==> config.mk <==
export PLATFORM = sky130hd
export DESIGN_NAME = data_memory_arbiter
export DESIGN_NICKNAME = d
export VERILOG_FILES = /design/src/rtl/data_memory_arbiter_pkg.sv /design/src/rtl/data_memory_arbiter_rr_pick2.sv /design/src/rtl/data_memory_arbiter.sv
export SDC_FILE = /design/constraint.sdc
export NUM_CORES = 1
export LEC_CHECK = 0
export CORE_ASPECT_RATIO = 0.5
export CORE_MARGIN = 3
export CORE_UTILIZATION = 37
export DETAILED_ROUTE_END_ITERATION = 16
export PLACE_DENSITY = 0.78
export SYNTH_ARGS = -nofsm -noshare
export SYNTH_HDL_FRONTEND = slang
export SYNTH_SLANG_ARGS = --single-unit
==> constraint.sdc <==
create_clock -name Clk -period 2.1 [get_ports Clk]
set_input_delay 0.525 -clock Clk [delete_from_list [all_inputs] [get_ports Clk]]
set_output_delay 0.525 -clock Clk [all_outputs]
set_load 0.005 [all_outputs]
==> src/rtl/data_memory_arbiter_pkg.sv <==
// Shared definitions for the two-port data memory arbiter: default widths,
// ownership states and port identifiers.
package data_memory_arbiter_pkg;

    localparam int unsigned ADDR_W_DEF = 7;
    localparam int unsigned DATA_W_DEF = 32;

    typedef enum logic [1:0] {
        ST_IDLE  = 2'd0,
        ST_OWN_A = 2'd1,
        ST_OWN_B = 2'd2
    } own_state_e;

    typedef enum logic [1:0] {
        PID_NONE = 2'd0,
        PID_A    = 2'd1,
        PID_B    = 2'd2
    } port_id_e;

    // The round-robin pointer always names the port that lost the last grant.
    function automatic port_id_e other_port(input port_id_e p);
        return (p == PID_A) ? PID_B : PID_A;
    endfunction

endpackage

==> src/rtl/data_memory_arbiter_rr_pick2.sv <==
// Two-way round-robin pick: one-hot grant {B, A}; the pointer breaks ties.
module rr_pick2
    import data_memory_arbiter_pkg::*;
(
    input  logic       req_a_i,
    input  logic       req_b_i,
    input  port_id_e   ptr_i,
    output logic [1:0] gnt_o
);

    always_comb begin
        gnt_o = '0;
        if (req_a_i && req_b_i) begin
            gnt_o = (ptr_i == PID_B) ? 2'b10 : 2'b01;
        end else if (req_a_i) begin
            gnt_o = 2'b01;
        end else if (req_b_i) begin
            gnt_o = 2'b10;
        end
    end

endmodule

==> src/rtl/data_memory_arbiter.sv <==
// Two-port arbiter onto a single registered-read data memory, with
// round-robin fairness, lock-based ownership and in-order read-response tagging.
module data_memory_arbiter
    import data_memory_arbiter_pkg::*;
#(
    parameter int unsigned ADDR_W = ADDR_W_DEF,
    parameter int unsigned DATA_W = DATA_W_DEF
) (
    input  logic              Clk,
    input  logic              Reset_n,
    input  logic              ReqA,
    input  logic              ReqB,
    input  logic              WrA,
    input  logic              WrB,
    input  logic              LockA,
    input  logic              LockB,
    input  logic [ADDR_W-1:0] AddrA,
    input  logic [ADDR_W-1:0] AddrB,
    input  logic [DATA_W-1:0] WDataA,
    input  logic [DATA_W-1:0] WDataB,
    output logic              GntA,
    output logic              GntB,
    output logic              RValidA,
    output logic              RValidB,
    output logic [DATA_W-1:0] RData,
    output logic [ADDR_W-1:0] MemAddress,
    output logic [DATA_W-1:0] MemWriteData,
    output logic              MemRead,
    output logic              MemWrite,
    input  logic [DATA_W-1:0] MemReadData
);

    own_state_e        state_q, state_d;
    port_id_e          ptr_q, ptr_d;
    port_id_e          track_q, track_d;
    logic              gnt_a_q, gnt_b_q;
    logic              mem_read_q, mem_read_d;
    logic              mem_write_q, mem_write_d;
    logic [ADDR_W-1:0] addr_q, addr_d;
    logic [DATA_W-1:0] wdata_q, wdata_d;

    logic              cand_a, cand_b;
    logic [1:0]        pick;
    logic              win_a, win_b;

    // A port granted this cycle sits out the next pick; a locked owner shuts out the other port.
    always_comb begin
        cand_a = ReqA && !gnt_a_q;
        cand_b = ReqB && !gnt_b_q;
        if (state_q == ST_OWN_A && LockA) cand_b = 1'b0;
        if (state_q == ST_OWN_B && LockB) cand_a = 1'b0;
    end

    rr_pick2 u_rr_pick2 (
        .req_a_i (cand_a),
        .req_b_i (cand_b),
        .ptr_i   (ptr_q),
        .gnt_o   (pick)
    );

    assign win_a = pick[0];
    assign win_b = pick[1];

    always_comb begin
        state_d     = state_q;
        ptr_d       = ptr_q;
        mem_read_d  = 1'b0;
        mem_write_d = 1'b0;
        addr_d      = addr_q;
        wdata_d     = wdata_q;

        // Dropping the lock releases ownership on the same edge the other port may win.
        if ((state_q == ST_OWN_A && !LockA) || (state_q == ST_OWN_B && !LockB)) begin
            state_d = ST_IDLE;
        end

        if (win_a) begin
            state_d     = LockA ? ST_OWN_A : ST_IDLE;
            ptr_d       = other_port(PID_A);
            mem_read_d  = !WrA;
            mem_write_d = WrA;
            addr_d      = AddrA;
            wdata_d     = WDataA;
        end else if (win_b) begin
            state_d     = LockB ? ST_OWN_B : ST_IDLE;
            ptr_d       = other_port(PID_B);
            mem_read_d  = !WrB;
            mem_write_d = WrB;
            addr_d      = AddrB;
            wdata_d     = WDataB;
        end
    end

    always_comb begin
        track_d = PID_NONE;
        if (mem_read_q) track_d = gnt_a_q ? PID_A : PID_B;
    end

    always_ff @(posedge Clk or negedge Reset_n) begin
        if (!Reset_n) begin
            state_q     <= ST_IDLE;
            ptr_q       <= PID_A;
            track_q     <= PID_NONE;
            gnt_a_q     <= 1'b0;
            gnt_b_q     <= 1'b0;
            mem_read_q  <= 1'b0;
            mem_write_q <= 1'b0;
            addr_q      <= '0;
            wdata_q     <= '0;
        end else begin
            state_q     <= state_d;
            ptr_q       <= ptr_d;
            track_q     <= track_d;
            gnt_a_q     <= win_a;
            gnt_b_q     <= win_b;
            mem_read_q  <= mem_read_d;
            mem_write_q <= mem_write_d;
            addr_q      <= addr_d;
            wdata_q     <= wdata_d;
        end
    end

    assign GntA         = gnt_a_q;
    assign GntB         = gnt_b_q;
    assign MemRead      = mem_read_q;
    assign MemWrite     = mem_write_q;
    assign MemAddress   = addr_q;
    assign MemWriteData = wdata_q;
    assign RValidA      = (track_q == PID_A);
    assign RValidB      = (track_q == PID_B);
    assign RData        = MemReadData;

endmodule

## Word level (Yosys, flattened, before mapping)

Index checks and enable logic that the tools add are counted.

- Memories: 0
- RAM bits: 0
- Logic and storage cells: 53
- Register bits: 49
- Latch bits: 0
- Bits in read-only memories: 0

- Multiply operators: 0
- Add/sub/neg operators: 0
- Shift operators: 0
- Muxes and demuxes: 23
- Magnitude comparators: 0
- Reductions and logical operators: 16
- Divide/modulo/power cells: 0
- Bitwise operators: 0
- Equal/unequal tests: 5

Operator list:

| cell | count |
|---|---|
| $mux 32 | 2 |
| $mux 2 | 12 |
| $mux 7 | 2 |
| $logic_and 1x1->1 | 7 |
| $mux 1 | 7 |
| $eq 2x2->1 const B | 3 |
| $logic_not 1->1 | 6 |
| $eq 2x1->1 const B | 2 |
| $reduce_bool 3->1 | 1 |
| $reduce_bool 2->1 | 1 |
| $logic_or 1x1->1 | 1 |

## Depth between registers and ports, before layout

- Word-level depth: 8
- Depth in mapped cells: 6
- Gate-level depth less buffers: 3

## Modules after synthesis

Synthesis repeated with hierarchy kept, for this count alone.

- Cell total of the unflattened synthesis: 240
- Area, all modules: 2499.9 um2

By module, submodules not included:

| module | cells an instance | area an instance (um2) | times used | sequential area each (um2) |
|---|---|---|---|---|
| data_memory_arbiter | 236 | 2469.9 | 1 | 1227.4 |
| rr_pick2 | 4 | 30.0 | 1 | 0.0 |

## Least setup slack after synthesis

OpenSTA, ideal clock, no wires.

- Path kind: input-to-reg
- Start point: input port ReqB
- End point: register addr_q[0], in the netlist MemAddress[0]
- Stages: 5
- Arrival: 1.567 ns
- Library setup time: 0.138 ns
- Path slack: 0.396 ns
- Buffers on the path: 2
- Cell sequence: nor2b_1 -> clkbuf_1 -> a311oi_2 -> buf_4 -> a221oi_2

- Word-level cells in the longest chain between the ends: 6

Ends and longest elaborated chain:

| item | RTL line | source |
|---|---|---|
| from (decl) | data_memory_arbiter.sv:12 | `input logic ReqB,` |
| $logic_and 1x1->1 * | data_memory_arbiter.sv:49 | `cand_b = ReqB && !gnt_b_q;` |
| $mux 1 * | data_memory_arbiter.sv:50 | `if (state_q == ST_OWN_A && LockA) cand_b = 1'b0;` |
| $mux 2 | data_memory_arbiter_rr_pick2.sv:17 | `end else if (req_b_i) begin` |
| $mux 2 | data_memory_arbiter_rr_pick2.sv:15 | `end else if (req_a_i) begin` |
| $mux 2 * | data_memory_arbiter_rr_pick2.sv:13 | `if (req_a_i && req_b_i) begin` |
| $reduce_bool 2->1 (no line) | - |  |
| to (signal assigned) | data_memory_arbiter.sv:118 | `addr_q <= addr_d;` |
| to (decl) | data_memory_arbiter.sv:39 | `logic [ADDR_W-1:0] addr_q, addr_d;` |

Every way passes the cells marked *; elsewhere a longest branch is shown, timed or not.
A chain may end at the register's enable or synchronous reset.

## Worst setup path after layout

- Start point: input port LockA
- End point: register wdata_q[4], in the netlist MemWriteData[4]

- Word-level cells in the longest chain between the ends: 6

Ends and longest elaborated chain:

| item | RTL line | source |
|---|---|---|
| from (decl) | data_memory_arbiter.sv:15 | `input logic LockA,` |
| $logic_and 1x1->1 * | data_memory_arbiter.sv:50 |  |
| $mux 1 * | data_memory_arbiter.sv:50 |  |
| $mux 2 | data_memory_arbiter_rr_pick2.sv:17 |  |
| $mux 2 | data_memory_arbiter_rr_pick2.sv:15 |  |
| $mux 2 * | data_memory_arbiter_rr_pick2.sv:13 |  |
| $reduce_bool 2->1 (no line) | - |  |
| to (signal assigned) | data_memory_arbiter.sv:119 | `wdata_q <= wdata_d;` |
| to (decl) | data_memory_arbiter.sv:40 | `logic [DATA_W-1:0] wdata_q, wdata_d;` |

Marks and branches as above.

==> impl_metrics.env <==
export IMPL_outcome="completed"
export IMPL_switching_share=0.336
export IMPL_yosysTopAreaCell="dfrtp_1"
export IMPL_grt_pass1_wl_microns=13800
export IMPL_worstReg2RegEnd="MemWriteData[4]$_DFFE_PN0P_"
export IMPL_synth_area_top_cells="dfrtp_1 39%, a221oi_2 18%, a221oi_1 12%"
export IMPL_die_w_microns=134
export IMPL_synthCells=298
export IMPL_initial_utilization=0.398
export IMPL_clkLatencyLatePin_ns=0.28
export IMPL_path_max_fanout=10
export IMPL_max_slew_worst_pin_slew_ns=0.463
export IMPL_syn_nets=416
export IMPL_peakVddDrop_mv=0.604
export IMPL_report_final_slew_viol_count=0
export IMPL_fmax_ghz=0.528
export IMPL_end_kind="flip-flop"
export IMPL_final_fill_count=630
export IMPL_ff2ff_setup_slack_ns=0.39
export IMPL_tns_ns=0
export IMPL_hold_viol_final=0
export IMPL_wl_per_cell_microns=17.0
export IMPL_slew_headroom=0.691
export IMPL_vias_per_cell=5.24
export IMPL_synth_seq_cells=49
export IMPL_cts_htree_levels=2
export IMPL_powerDensity_mw_per_mm2=1080
export IMPL_hpwlAfterDp_microns=6350
export IMPL_ios=195
export IMPL_cts_path_max_buffers=2
export IMPL_fin_nets=517
export IMPL_critical_path_startpoint="LockA"
export IMPL_max_cap_violations=0
export IMPL_finalWirelength_microns=8660
export IMPL_grt_busiest_layer="met2"
export IMPL_final_cell_mix="129 x clkdlybuf4s50_1, 80 x inv_1, 48 x dfrtp_1"
export IMPL_drt_iter0_drc=224
export IMPL_r2r_start="state_q[1]$_DFFE_PN0P_"
export IMPL_cts_root_buf="clkbuf_16"
export IMPL_cp_arrival_ns=2.05
export IMPL_post_cts_buffers=0
export IMPL_ys_warn_count=0
export IMPL_p_sw_w=0.00163
export IMPL_io_buffers=130
export IMPL_grt_overflow_total=0
export IMPL_crit_type="in2reg"
export IMPL_cts_resized=0
export IMPL_gr_usage_all_layers=0.178
export IMPL_core_sq_mm=0.00765
export IMPL_critPathCapture="MemWriteData[4]$_DFFE_PN0P_"
export IMPL_die_area_sq_mm=0.00942
export IMPL_hold_class="in2async"
export IMPL_setup_viol=0
export IMPL_antenna_found_initial=0
export IMPL_first_pass_iters=4
export IMPL_layout_commonest_cell="clkdlybuf4s50_1"
export IMPL_grtUsageMet1=0.223
export IMPL_async_flop_share=1.00
export IMPL_drc=0
export IMPL_grt_use_met2=0.308
export IMPL_synth_ff_type="dfrtp_1"
export IMPL_antenna_left=0
export IMPL_avgSynthCellArea_sq_um=10.2
export IMPL_cts_num_sinks=49
export IMPL_p_leak_nw=1.97
export IMPL_fin_crit_ns=1.89
export IMPL_yosysSeqAreaShare=0.403
export IMPL_diodes=0
export IMPL_path_clk_slew_ns=0.07
export IMPL_fin_crit_sh=0.901
export IMPL_synth_area_sq_mm=0.00305
export IMPL_total_power_w=0.00485
export IMPL_grt_setup_unrepaired="false"
export IMPL_p_int_w=0.00322
export IMPL_dieHeight_microns=70.2
export IMPL_critical_path_required_ns=2.25
export IMPL_synth_edff_count=0
export IMPL_skew_ns=0.00390
export IMPL_power_share_combinational=0.499
export IMPL_grt_max_degree=41
export IMPL_vias=2664
export IMPL_crit_path_start_kind="input port"
export IMPL_place_gp_congestion=0.796
export IMPL_finalCoreUtilization=0.584
export IMPL_pwr_share_clk=0.160
export IMPL_tritoncts="done"
export IMPL_post_route_cells_drive_above_1_share=0.180
export IMPL_cts_buffers_inserted=5
export IMPL_synth_top_area_share=0.394
export IMPL_netlist_cell_type_count=27
export IMPL_p_seq_frac=0.341
export IMPL_core_rowCount=22
export IMPL_met3_usage=0.0345
export IMPL_syn2layout_area_growth_pct=46.8
export IMPL_r2r_cells=4
export IMPL_cts_hold_buf=0
export IMPL_grt_pass1_vias=2718
## metal layers
metal	vias to the layer above	share of wire
met4	0	0.025
met5	-	0
met1	1321	0.41
met2	84	0.51
li1	1230	-
met3	29	0.056
## worst max-delay path, stage by stage
cell and delay [ns]:
clkdlybuf4s50_1 0.50, nand3b_1 0.21, a311oi_4 0.40, buf_4 0.30, a221oi_1 0.12
## cell type report
| class | count | area (sq um) | area share |
|---|---|---|---|
| clock buffers | 6 | 129 | 0.0288 |
| clock inverters | 2 | 10.0 | 0.00224 |
| inverters | 80 | 300 | 0.0672 |
| multi-input cells | 111 | 1160 | 0.259 |
| flip-flops and latches | 49 | 1230 | 0.275 |
| well taps | 108 | 135 | 0.0302 |
| repair buffers | 152 | 1510 | 0.338 |
## state kept, by name (all words and copies together), names as in the netlist
signal / cells
track_q: 2
MemAddress: 7
state_q: 2
ptr_q: 2
MemWriteData: 32
GntA: 1
GntB: 1
MemRead: 1
MemWrite: 1
## worst min path at each step
stage                                 to  cells past startpoint    start
3_3_place_gp   MemAddress[2]$_DFFE_PN0P_                      1  Reset_n
6_report       MemAddress[1]$_DFFE_PN0P_                      1  Reset_n
2_1_floorplan             GntA$_DFF_PN0_                      0  Reset_n
3_5_place_dp   MemAddress[2]$_DFFE_PN0P_                      1  Reset_n
5_1_grt        MemAddress[1]$_DFFE_PN0P_                      1  Reset_n
4_1_cts        MemAddress[1]$_DFFE_PN0P_                      1  Reset_n
## synthesized netlist by cell type (2+ instances only)
cell type,n
a221oi_1,41
nand4_1,2
a221oi_2,37
dfrtp_1,48
buf_6,4
nand2b_1,3
nand3b_1,2
and3b_1,2
nor2_1,3
buf_4,36
nor2b_1,6
a22o_1,2
inv_1,80
clkbuf_1,17
a21oi_1,3
## per-stage QoR
| stage | cells | setup WS [ns] | hold slack [ns] | area (sq um) |
|---|---|---|---|---|
| after floorplan | 298 | 0.396 | 0.229 | 3050 |
| after global placement | 500 | -0.0649 | 0.451 | 4330 |
| after detailed placement | 500 | -0.0737 | 0.458 | 4330 |
| after CTS | 508 | 0.218 | 0.154 | 4470 |
| after global routing | 508 | 0.147 | 0.163 | 4470 |
| final | 508 | 0.207 | 0.149 | 4470 |
## power by group through the flow
stage	clock, W	combinational [W]	sequential (W)
2_1_floorplan	0	0.00117	0.00163
3_3_place_gp	0	0.00240	0.00165
3_5_place_dp	0	0.00243	0.00164
4_1_cts	0.000797	0.00244	0.00164
5_1_grt	0.000838	0.00259	0.00170
6_report	0.000776	0.00242	0.00165
## cells by family (layout without fill, tap and decap cells)
logic type | count (synthesis) | count (layout) | synth area share
AO/OA/AOI/OAI | 89 | 89 | 0.329
buffers and inverters | 138 | 240 | 0.225
flip-flops | 49 | 49 | 0.403
AND/OR/NAND/NOR | 22 | 22 | 0.0435
Note: power is estimated with default switching activity, not from simulation.
